**src/rtl/cpu7_dbus_sram_bridge_pkg.sv**
```systemverilog
// Shared constants for the uncached data-bus bridge: FSM encoding and the
// exception codes the bridge can report back to the core.
package cpu7_dbus_sram_bridge_pkg;

  localparam logic [1:0] ST_IDLE = 2'd0;
  localparam logic [1:0] ST_CMD  = 2'd1;
  localparam logic [1:0] ST_WAIT = 2'd2;
  localparam logic [1:0] ST_RESP = 2'd3;

  localparam logic [5:0] EXC_INT = 6'h00;
  localparam logic [5:0] EXC_ALE = 6'h09;
  localparam logic [5:0] EXC_BUS = 6'h08;

endpackage

```
**src/rtl/cpu7_dbus_sram_bridge_llbit.sv**
```systemverilog
// LL/SC reservation: one valid bit plus the reserved word address, with
// word-granular compares for the SC check and for snooping local stores.
module cpu7_llbit #(
  parameter int GRLEN = 32
) (
  input  logic             clk,
  input  logic             resetn,
  input  logic             set_i,
  input  logic             clr_i,
  input  logic [GRLEN-1:0] set_addr_i,
  input  logic [GRLEN-1:0] sc_addr_i,
  input  logic [GRLEN-1:0] st_addr_i,
  output logic             sc_hit_o,
  output logic             st_hit_o
);

  logic             llbit_q, llbit_d;
  logic [GRLEN-3:0] lladdr_q, lladdr_d;
  logic             unused_lo;

  // Clear wins so a snooped store can never be masked by a same-cycle set.
  always_comb begin
    llbit_d  = llbit_q;
    lladdr_d = lladdr_q;
    if (clr_i) begin
      llbit_d = 1'b0;
    end else if (set_i) begin
      llbit_d  = 1'b1;
      lladdr_d = set_addr_i[GRLEN-1:2];
    end
  end

  always_ff @(posedge clk) begin
    if (!resetn) llbit_q <= 1'b0;
    else         llbit_q <= llbit_d;
  end

  always_ff @(posedge clk) begin
    lladdr_q <= lladdr_d;
  end

  assign sc_hit_o  = llbit_q & (lladdr_q == sc_addr_i[GRLEN-1:2]);
  assign st_hit_o  = llbit_q & (lladdr_q == st_addr_i[GRLEN-1:2]);
  assign unused_lo = ^{set_addr_i[1:0], sc_addr_i[1:0], st_addr_i[1:0]};

endmodule

```
**src/rtl/cpu7_dbus_sram_bridge.sv**
```systemverilog
// Uncached data-bus bridge: core cache-pipeline bus in, single-outstanding
// req/gnt + rvalid SRAM port out, with cancel, prefetch drop and LL/SC.
module cpu7_dbus_sram_bridge #(
  parameter int         GRLEN   = 32,
  parameter logic [5:0] EXC_BUS = cpu7_dbus_sram_bridge_pkg::EXC_BUS
) (
  input  logic             clk,
  input  logic             resetn,
  input  logic             data_req,
  input  logic [GRLEN-1:0] data_pc,
  input  logic             data_wr,
  input  logic [3:0]       data_wstrb,
  input  logic [GRLEN-1:0] data_addr,
  input  logic [GRLEN-1:0] data_wdata,
  input  logic             data_prefetch,
  input  logic             data_ll,
  input  logic             data_sc,
  input  logic             data_cancel,
  input  logic             data_cancel_ex2,
  input  logic             data_recv,
  output logic             data_addr_ok,
  output logic             data_data_ok_m,
  output logic [GRLEN-1:0] data_rdata_m,
  output logic             data_exception,
  output logic [5:0]       data_exccode,
  output logic [GRLEN-1:0] data_badvaddr,
  output logic             data_req_empty,
  output logic             data_scsucceed,
  output logic             mem_req,
  output logic             mem_wr,
  output logic [GRLEN-1:0] mem_addr,
  output logic [3:0]       mem_wstrb,
  output logic [GRLEN-1:0] mem_wdata,
  input  logic             mem_gnt,
  input  logic             mem_rvalid,
  input  logic [GRLEN-1:0] mem_rdata,
  input  logic             mem_err
);
  import cpu7_dbus_sram_bridge_pkg::*;

  logic [1:0]       state_q, state_d;
  logic             cancelled_q, cancelled_d;
  logic             wr_q, ll_q, sc_q, err_q, scok_q;
  logic [3:0]       wstrb_q;
  logic [GRLEN-1:0] addr_q, wdata_q, rdata_q;
  logic             cancel, accept, sc_hit, st_hit, ll_set, ll_clr;
  logic             in_cmd, in_wait, in_resp, resp_err;
  logic             unused_pc;

  assign cancel  = data_cancel | data_cancel_ex2;
  assign in_cmd  = (state_q == ST_CMD);
  assign in_wait = (state_q == ST_WAIT);
  assign in_resp = (state_q == ST_RESP);
  assign accept  = (state_q == ST_IDLE) & data_req;

  always_comb begin
    state_d     = state_q;
    cancelled_d = cancelled_q;
    case (state_q)
      ST_IDLE: begin
        // A failing SC is answered locally without touching memory.
        if (data_req && !data_prefetch) state_d = (data_sc && !sc_hit) ? ST_RESP : ST_CMD;
      end
      ST_CMD: begin
        if (mem_gnt) begin
          state_d     = ST_WAIT;
          cancelled_d = cancel;
        end else if (cancel) begin
          state_d = ST_IDLE;
        end
      end
      ST_WAIT: begin
        if (cancel) cancelled_d = 1'b1;
        if (mem_rvalid) begin
          state_d     = (cancelled_q || cancel) ? ST_IDLE : ST_RESP;
          cancelled_d = 1'b0;
        end
      end
      ST_RESP: begin
        if (cancel || data_recv) state_d = ST_IDLE;
      end
      default: state_d = ST_IDLE;
    endcase
  end

  always_ff @(posedge clk) begin
    if (!resetn) begin
      state_q     <= ST_IDLE;
      cancelled_q <= 1'b0;
    end else begin
      state_q     <= state_d;
      cancelled_q <= cancelled_d;
    end
  end

  // Request/response payload carries no reset; every output is gated by state.
  always_ff @(posedge clk) begin
    if (accept) begin
      wr_q    <= data_wr;
      wstrb_q <= data_wstrb;
      addr_q  <= data_addr;
      wdata_q <= data_wdata;
      ll_q    <= data_ll;
      sc_q    <= data_sc;
      rdata_q <= '0;
      err_q   <= 1'b0;
      scok_q  <= 1'b0;
    end
    if (in_wait && mem_rvalid) begin
      rdata_q <= mem_err ? '0 : mem_rdata;
      err_q   <= mem_err;
      scok_q  <= sc_q & ~mem_err;
    end
  end

  assign ll_set = in_wait & mem_rvalid & ll_q & ~mem_err & ~cancelled_q & ~cancel;
  assign ll_clr = (in_resp & data_recv & ~cancel & sc_q) | (in_cmd & mem_gnt & wr_q & st_hit);

  cpu7_llbit #(.GRLEN(GRLEN)) u_llbit (
    .clk        (clk),
    .resetn     (resetn),
    .set_i      (ll_set),
    .clr_i      (ll_clr),
    .set_addr_i (addr_q),
    .sc_addr_i  (data_addr),
    .st_addr_i  (addr_q),
    .sc_hit_o   (sc_hit),
    .st_hit_o   (st_hit)
  );

  assign resp_err       = in_resp & err_q;
  assign data_addr_ok   = accept;
  assign data_req_empty = (state_q == ST_IDLE);
  assign data_data_ok_m = in_resp;
  assign data_rdata_m   = in_resp ? rdata_q : '0;
  assign data_exception = resp_err;
  assign data_exccode   = resp_err ? EXC_BUS : 6'h00;
  assign data_badvaddr  = resp_err ? addr_q : '0;
  assign data_scsucceed = in_resp & scok_q;

  assign mem_req   = in_cmd;
  assign mem_wr    = in_cmd & wr_q;
  assign mem_addr  = in_cmd ? {addr_q[GRLEN-1:2], 2'b00} : '0;
  assign mem_wstrb = in_cmd ? (wr_q ? wstrb_q : 4'hF) : 4'h0;
  assign mem_wdata = (in_cmd & wr_q) ? wdata_q : '0;

  assign unused_pc = ^data_pc;

endmodule
```
**config.mk**
```make
export PLATFORM = sky130hd
export DESIGN_NAME = cpu7_dbus_sram_bridge
export DESIGN_NICKNAME = d
export VERILOG_FILES = /design/src/rtl/cpu7_dbus_sram_bridge_pkg.sv /design/src/rtl/cpu7_dbus_sram_bridge_llbit.sv /design/src/rtl/cpu7_dbus_sram_bridge.sv
export SDC_FILE = /design/constraint.sdc
export NUM_CORES = 1
export LEC_CHECK = 0
export CORE_MARGIN = 2
export CORE_UTILIZATION = 42
export DETAILED_ROUTE_END_ITERATION = 10
export PLACE_DENSITY = 0.84
export SLEW_MARGIN = 0
export SYNTH_ARGS = -nofsm -noshare
export SYNTH_HDL_FRONTEND = slang
export SYNTH_SLANG_ARGS = --single-unit
```
**constraint.sdc**
```tcl
create_clock -name clk -period 4.2 [get_ports clk]
set_input_delay 0.63 -clock clk [delete_from_list [all_inputs] [get_ports clk]]
set_output_delay 0.63 -clock clk [all_outputs]
set_load 0.05 [all_outputs]
```
# == After elaboration in Yosys (flattened, before gate mapping) ==
# Index checks and enable logic that the tools add are counted.
# word_totals
ff_bits,139
latch_bits,0
ramBits,0
mem_bits_ro,0
inputBits,145
output_inout_bits,145
elab_cells,88
mem_count,0
# op_classes
n_addsub,0
mul,0
n_div,0
order_cmp,0
n_eq_ne,11
n_shift,0
n_mux,25
n_bitwise,25
n_reduce_logical,14
# op_table
operator,n
2-to-1 mux 32 bit,7
== test 30 bit,2
bitwise AND 1 bit,18
2-to-1 mux 2 bit,7
2-to-1 mux 4 bit,3
one-hot mux 2 bit (4 select lines),1
2-to-1 mux 1 bit,6
"inequality test 3 bit, second input constant",2
inverter 1 bit,5
"== test 2 bit, second input constant",2
"inequality test 2 x 1 -> 1 bit, second input constant",2
"inequality test 2 bit, second input constant",2
AND reduction 4 bit,1
nonzero test 2 bit,2
logical AND 1 bit,3
AND reduction 3 bit,1
"== test 2 x 1 -> 1 bit, second input constant",1
zero test 1 bit,2
zero test 2 bit,1
logical OR 1 bit,2
OR 1 bit,2
one-hot mux 1 bit (2 select lines),1
AND reduction 2 bit,1
OR reduction 2 bit,1

# == Longest topological paths before layout ==
# Gate-level depths: netlist of the first run.
# logic_depth
depth_word,7
depth_mapped,7
depth_no_buf,7

# == Hierarchy ==
# Synthesis of the first run repeated with hierarchy kept, for this count alone.
# unflattened
hier_cells,462
area_unflattened_um2,6348.6
# by_module_without_submodules
mod,n_inst,cells_per_inst,area_each_um2,seq_area_each_um2
cpu7_dbus_sram_bridge,1,348,4750.8,3213.1
cpu7_llbit,1,114,1597.8,920.9

# == Worst setup path after synthesis of the first run ==
# Ideal clock, no wire load.
# synth_path
path_kind,reg2reg
startpoint,reg state_q[0]
endpoint,"reg err_q, enable pin"
setup_ns,0.396
arrival_time_ns,4.071
required_time_ns,3.804
slack_ns,-0.267
path_stages_with_launch,5
path_buffers,0
period_less_slack_ns,4.467
cell_sequence,dfxtp_1 > inv_1 > ha_1 > and2_1 > nand2b_1
# synth_between
elab_chain_len,3
word_cells_on_any_way,5
classes_between,eq/ne: 1; bitwise: 1; reduce/logical: 3
# synth_rtl
item,line_no,rtl
"start, declared",cpu7_dbus_sram_bridge.sv:41,"logic [1:0] state_q, state_d;"
"start signal, assigned",cpu7_dbus_sram_bridge.sv:91,state_q <= state_d;
zero test 2 bit,n/a,
via data_req_empty,cpu7_dbus_sram_bridge.sv:27,"output logic data_req_empty,"
bitwise AND 1 bit,cpu7_dbus_sram_bridge.sv:54,assign accept = (state_q == ST_IDLE) & data_req;
via data_addr_ok,cpu7_dbus_sram_bridge.sv:21,"output logic data_addr_ok,"
nonzero test 2 bit (no line),n/a,
"end signal, assigned",cpu7_dbus_sram_bridge.sv:111,err_q <= mem_err;
"end, declared",cpu7_dbus_sram_bridge.sv:43,"logic wr_q, ll_q, sc_q, err_q, scok_q;"
# The timed path passes the listed nets, and every way through them passes these cells.
# A chain may end at the register's enable or synchronous reset.

# == Worst setup path in the final report of the first run ==
# layout_path
startpoint,reg state_q[1]
endpoint,out mem_wstrb[0]
# layout_between
elab_chain_len,2
# layout_rtl
item,line_no,rtl
== test 2 x 1 -> 1 bit,cpu7_dbus_sram_bridge.sv:51,assign in_cmd = (state_q == ST_CMD);
2-to-1 mux 4 bit,cpu7_dbus_sram_bridge.sv:144,assign mem_wstrb = in_cmd ? (wr_q ? wstrb_q : 4'hF) : 4'h0;
"end, declared",cpu7_dbus_sram_bridge.sv:32,"output logic [3:0] mem_wstrb,"
# Every way passes these cells.

==> results of run 1 <==
flip-flops by register name, indices dropped and copies added, names as in the netlist:
name / cells
u_llbit.lladdr_q: 30
wstrb_q: 4
err_q: 1
state_q: 2
addr_q: 32
cancelled_q: 1
u_llbit.llbit_q: 1
scok_q: 1
ll_q: 1
rdata_q: 32
sc_q: 1
wr_q: 1
wdata_q: 32
how the worst max path moves through the flow:
| stage | startpoint | endpoint | cells past startpoint |
|---|---|---|---|
| floorplan | state_q[0] | err_q | 4 |
| global placement | state_q[1] | mem_wdata[31] | 4 |
| detailed placement | state_q[1] | mem_wstrb[0] | 4 |
| CTS | state_q[1] | mem_wstrb[0] | 4 |
| global route | state_q[1] | mem_wstrb[0] | 4 |
| finish | state_q[1] | mem_wstrb[0] | 4 |
area by class of cell:
class / count / area (um^2) / share of cell area
Multi-Input combinational cell: 291 / 1990 / 0.209
Clock inverter: 13 / 150 / 0.0158
Clock buffer: 19 / 433 / 0.0456
Timing Repair Buffer: 255 / 2540 / 0.267
Sequential cell: 139 / 4130 / 0.435
Tap cell: 184 / 230 / 0.0242
Inverter: 7 / 26.3 / 0.00277
kinds of logic (layout without fill, tap and decap cells):
group | count (synthesis) | after routing | synth area share
AOI/OAI and AO/OA | 13 | 13 | 0.0148
xor gates and xnor gates | 60 | 60 | 0.0839
adders and majority gates | 4 | 4 | 0.00799
buffers and inverters | 39 | 294 | 0.0282
DFF | 139 | 139 | 0.660
muxes | 1 | 1 | 0.00160
other | 1 | 7 | 0.000599
and+or+nand+nor | 206 | 206 | 0.203
cell usage in the layout, fill, tap and decap left out, drive strengths merged, types with 3 or more instances in the layout:
cell type / n
buf: 5
nand2: 3
nand3: 3
bufinv: 3
ha: 4
clkinvlp: 3
and3: 66
a21boi: 4
nand2b: 4
and2: 99
nand4: 11
edfxtp: 135
conb: 7
xor2: 30
dfxtp: 4
inv: 8
nor4: 9
xnor2: 30
nor2: 4
clkinv: 6
clkbuf: 19
clkdlybuf4s50: 250
report_power, final:
group / switching (uW) / internal (uW)
clock network: 546 / 926
registers: 155 / 1900
logic: 1290 / 639
worst register-to-register path, delay by kind of cell (launching register included):
family	cells	cell delay, ns
AO/OA/AOI/OAI	1	0.32
buffers and inverters	2	0.35
AND/OR/NAND/NOR	4	0.60
flip-flops	1	0.34
adder cells (fa/ha/maj)	1	0.88
metrics by stage:
step	util	setup WS [ns]
after floorplan	-	0.651
after global placement	0.613	1.22
after detailed placement	0.613	1.07
after CTS	0.654	0.613
after global routing	0.654	0.445
final	0.654	0.655
routing by layer:
layer	vias up	wire, um
li1	2137	-
met1	2142	6250
met2	196	8340
met3	22	1110
met4	0	326
met5	-	0
==> results.json, run 1 <==
{
  "grt_use_met3": 0.0556,
  "cts_hold_repair.buffers": 0,
  "buffers_inserted_during_post_cts_setup_optimization": 0,
  "rsz_0062_raised_after_global_routing": "no",
  "synth_most_common_cell": "sky130_fd_sc_hd__edfxtp_1",
  "clockBufferDepth": 2,
  "p_total_uw": 5460,
  "worst_hold_path.endpoint": "cancelled_q",
  "gr-usage-met2": 0.351,
  "postPlaceCellArea_mm2": 0.00892,
  "maxSlewViolCount": 0,
  "min_path_type": "register to register",
  "yosys_warnings": 0,
  "global_route.overflow_total": 0,
  "floorplan.core_area_mm2": 0.0145,
  "post-place-cells": 876,
  "synth_top_flop_cell": "sky130_fd_sc_hd__edfxtp_1",
  "setup_viol": 0,
  "final-instance-count-excl-fill": 908,
  "setup.reg_to_reg.worst_slack_ns": 1.39,
  "cts_tree": "yes",
  "fmaxAchievable_mhz": 282,
  "synthDominantAreaCellType": "sky130_fd_sc_hd__edfxtp_1",
  "antenna-diode-count": 0,
  "grt_busiest_layer": "met2",
  "insertion_delay_ns": 0.41,
  "cp_cell_sequence": "inv_1 -> ha_2 -> a21boi_0 -> clkdlybuf4s50_1",
  "drt_pass_1_iters": 4,
  "area_enclosed_by_the_die_boundary_mm2": 0.0159,
  "result_of_the_run": "complete, no violations",
  "buffers_and_inverters_on_the_worst_path": 2,
  "chipHeight_um": 126,
  "critical-path-max-stage-delay_ns": 0.88,
  "synth.cell_area_mm2": 0.00626,
  "grt_use_met1": 0.241,
  "worst_r2r_path_depth": 8,
  "holdPathStages": 2,
  "flow.area_growth_from_synthesis_pct": 51.7,
  "grt_pass1_vias": 4766,
  "worst_slew_margin_rel": 0.297,
  "finalNetCount": 860,
  "first_pass_grt_wire_length_um": 24900,
  "drt-wirelength-per-cell_um": 17.7,
  "drtAntennaViolNets": 0,
  "cp_top_family": "buffers and inverters",
  "synth_top_cell_area_share": 0.647,
  "pin_count_of_the_biggest_net_entering_global_routing": 72,
  "worstHoldStart": "cancelled_q",
  "synthesis.instances": 463,
  "final_min_period_over_clock_period": 0.844,
  "cts-root-buf": "sky130_fd_sc_hd__clkbuf_16",
  "hpwl_um": 11700,
  "n_fill_cell": 1086,
  "cp.arrival_ns": 2.92,
  "cts_resized": 0,
  "clock_sink_count": 139,
  "final_routed_drc_violation_total": 0,
  "htreeDepth": 4,
  "routed_wirelength_um": 16000,
  "critPathRequiredTime_ns": 3.57,
  "synth-seq-cells": 139,
  "leakage_uw": 0.00357,
  "critical_path.startpoint_type": "register",
  "gp_routability_congestion": 0.807,
  "worst-setup-path-type": "register to output pin",
  "worst-path-max-fanout": 71,
  "max_slew.worst_pin.slew_ns": 1.05,
  "netlist-cell-type-count": 33,
  "detailedRoute.firstIterationViolations": 309,
  "drive_gt1_frac": 0.0525,
  "ios": 290,
  "finalHoldWorstSlack_ns": 0.512,
  "number_of_synthesized_flops_with_an_enable_pin": 135,
  "timing.rr.start": "state_q[1]",
  "std_cell_rows": 44,
  "final_period_minus_worst_setup_slack_ns": 3.55,
  "synth_area_leaders": "sky130_fd_sc_hd__edfxtp_1, sky130_fd_sc_hd__and2_1, sky130_fd_sc_hd__and3_1",
  "fin_setup_tns_ns": 0,
  "finish.instance_area_mm2": 0.00950,
  "cts_buffers": 17,
  "initial_core_util": 0.431,
  "critPathCaptureType": "output pin",
  "r2r_path_end": "u_llbit.lladdr_q[14]",
  "num_vias": 4497,
  "placement.io_buffers": 250,
  "ir_drop_worst_case_vdd_mv": 0.311,
  "timing_hold_violations_final": 0,
  "power.density_cell_area_mw_per_mm2": 575,
  "max-cap-violations": 0,
  "part_of_the_yosys_area_used_for_sequential_elements": 0.660,
  "synth.top_cells.by_count": "sky130_fd_sc_hd__edfxtp_1, sky130_fd_sc_hd__and2_1, sky130_fd_sc_hd__and3_1, sky130_fd_sc_hd__xnor2_1, sky130_fd_sc_hd__xor2_1",
  "grt_util_all_layers": 0.202,
  "finClkSkew_ns": 0.00780,
  "vias_per_cell": 4.95,
  "asyncSetResetFlopFracSynth": 0,
  "cts.clk_slew.worst_paths_ns": 0.05,
  "antenna_found_initial": 0,
  "synth_area_per_cell_um2": 13.5,
  "crit_path_top_delay_cell": "sky130_fd_sc_hd__ha_2",
  "floorplan.die.width_um": 126
}
Power figures use the tool's default switching activity.
==> run 2: changes to the inputs <==
CORE_UTILIZATION = 38   (was 42)
PLACE_DENSITY = 0.81   (was 0.84)
clock period = 3 ns   (was 4.2 ns; I/O delays follow)
==> run 2 against run 1 <==
  * First-iteration DRC count down 23%
  * Largest cell class unchanged
  * Combinational power up 42%
  * Largest power group unchanged
  * Cell count up 4.1%
==> results.json, run 2 (synthesis results as in run 1) <==
{
  "critical-path-max-stage-delay_ns": 0.80,
  "cts.clk_slew.worst_paths_ns": 0.06,
  "antenna-diode-count": 0,
  "setup_viol": 0,
  "critical_path.startpoint_type": "register",
  "std_cell_rows": 46,
  "most_common_cell_after_layout_fill_and_taps_aside": "sky130_fd_sc_hd__clkdlybuf4s50_1",
  "htreeDepth": 4,
  "global_route.overflow_total": 0,
  "power.density_cell_area_mw_per_mm2": 829,
  "floorplan.core_area_mm2": 0.0160,
  "post-route-util": 0.597,
  "insertion_delay_ns": 0.42,
  "critPathRequiredTime_ns": 2.55,
  "placement.io_buffers": 250,
  "final_routed_drc_violation_total": 0,
  "grt_pass1_vias": 4683,
  "pin_count_of_the_biggest_net_entering_global_routing": 51,
  "vias_per_cell": 4.81,
  "final_cell_mix": "sky130_fd_sc_hd__clkdlybuf4s50_1, sky130_fd_sc_hd__edfxtp_1, sky130_fd_sc_hd__and2_1",
  "dp_slack_ns": 0.435,
  "finalNetCount": 865,
  "buffers_and_inverters_on_the_worst_path": 3,
  "crit_path_top_delay_cell": "sky130_fd_sc_hd__clkdlybuf4s50_1",
  "cts_tree": "yes",
  "hpwl_um": 12000,
  "worst_slew_margin_rel": 0.410,
  "finClkSkew_ns": 0.00930,
  "drt-wirelength-per-cell_um": 17.5,
  "grt_util_all_layers": 0.185,
  "drive_gt1_frac": 0.159,
  "worst-path-max-fanout": 50,
  "cts_buffers": 17,
  "drtAntennaViolNets": 0,
  "ir_drop_worst_case_vdd_mv": 0.443,
  "flow.area_growth_from_synthesis_pct": 52.4,
  "initial_core_util": 0.391,
  "detailedRoute.firstIterationViolations": 237,
  "clockBufferDepth": 2,
  "area_enclosed_by_the_die_boundary_mm2": 0.0175,
  "post-place-cells": 912,
  "max-cap-violations": 0,
  "gp_routability_congestion": 0.797,
  "result_of_the_run": "complete, no violations",
  "final_period_minus_worst_setup_slack_ns": 2.91,
  "fmaxAchievable_mhz": 344,
  "timing_hold_violations_final": 0,
  "top_flop_regs": "addr_q: 32 flops, rdata_q: 32 flops, wdata_q: 32 flops",
  "chipHeight_um": 132,
  "smallest_setup_slack_after_layout_ns": 0.0906,
  "maxSlewViolCount": 0,
  "drt_pass_1_iters": 4,
  "ios": 290,
  "first_pass_grt_wire_length_um": 25100,
  "critPathCaptureType": "output pin",
  "num_vias": 4547,
  "antenna_found_initial": 0,
  "final-instance-count-excl-fill": 945,
  "cp_cell_sequence": "inv_1 -> ha_2 -> buf_4 -> and3_1 -> clkdlybuf4s50_1",
  "final_min_period_over_clock_period": 0.970,
  "leakage_uw": 0.00420,
  "clock_sink_count": 139,
  "cp_top_family": "buffers and inverters",
  "min_path_type": "register to register",
  "worst-setup-path-type": "register to output pin",
  "max_slew.worst_pin.slew_ns": 0.886,
  "cts-root-buf": "sky130_fd_sc_hd__clkbuf_16",
  "cp.arrival_ns": 2.46,
  "floorplan.die.width_um": 132,
  "routed_wirelength_um": 16500
}
-- run 2: cell count changes in the layout (fill, tap and decap cells not counted), sizes merged --
cell,change
inv,+1
clkinvlp,-1
buf,+73
clkdlybuf4s50,-93
dlymetal6s2s,+24
clkbuf,-2
bufinv,+2
dlygate4sd2,+1
-- run 2: layer usage --
layer / global-route usage / vias to the layer above / share of wire
li1: - / 2149 / -
met2: 0.318 / 182 / 0.51
met4: 0.0597 / 0 / 0.014
met5: 0 / - / 0
met1: 0.217 / 2195 / 0.40
met3: 0.0654 / 21 / 0.078
-- run 2: area by class of cell --
class                           count  area (um^2)
Clock inverter                     15          221
Clock buffer                       17          425
Fill cell                        1279         6450
Timing Repair Buffer              260         2480
Multi-Input combinational cell    291         1990
Tap cell                          216          270
Sequential cell                   139         4130
Inverter                            7         26.3
-- run 2: power breakdown --
group | switching [uW] | leakage [uW] | internal, uW
Combinational | 1850 | 0.00257 | 896
Clock | 818 | 0.000309 | 1480
Sequential | 214 | 0.00132 | 2660
-- run 2: final timing paths --
path                from                    to  slack (ns)  cells after the start
min reg2reg  cancelled_q           cancelled_q        0.53                      2
max           state_q[1]          mem_wdata[3]        0.09                      5
min          cancelled_q           cancelled_q        0.53                      2
max reg2reg         wr_q  u_llbit.lladdr_q[22]        0.67                      7
-- run 2: what timing repair did --
action	CTS	global route
hold buffers	0	0
endpoints found under the setup margin	4	24
gates resized for setup	1	24
setup buffers	1	0
-- run 2: through the flow --
| step | total power (uW) | area (um^2) | TNS [ns] | hold slack, ns |
|---|---|---|---|---|
| after detailed placement | 5670 | 8830 | 0 | 0.514 |
| after global placement | 5600 | 8830 | 0 | 0.478 |
| after global routing | 8210 | 9550 | -0.00577 | 0.555 |
| after floorplan | 4630 | 6290 | 0 | 0.453 |
| final | 7910 | 9550 | 0 | 0.526 |
| after CTS | 7980 | 9490 | 0 | 0.528 |
-- run 2: worst register-to-register path, cell delays in order (launching register included) --
cell and delay [ns]:
sky130_fd_sc_hd__edfxtp_1 0.69, sky130_fd_sc_hd__buf_6 0.26, sky130_fd_sc_hd__nand4_1 0.11, sky130_fd_sc_hd__nor4_1 0.19, sky130_fd_sc_hd__nand4_1 0.12, sky130_fd_sc_hd__o21ai_0 0.31, sky130_fd_sc_hd__nor2_2 0.07, sky130_fd_sc_hd__buf_4 0.27
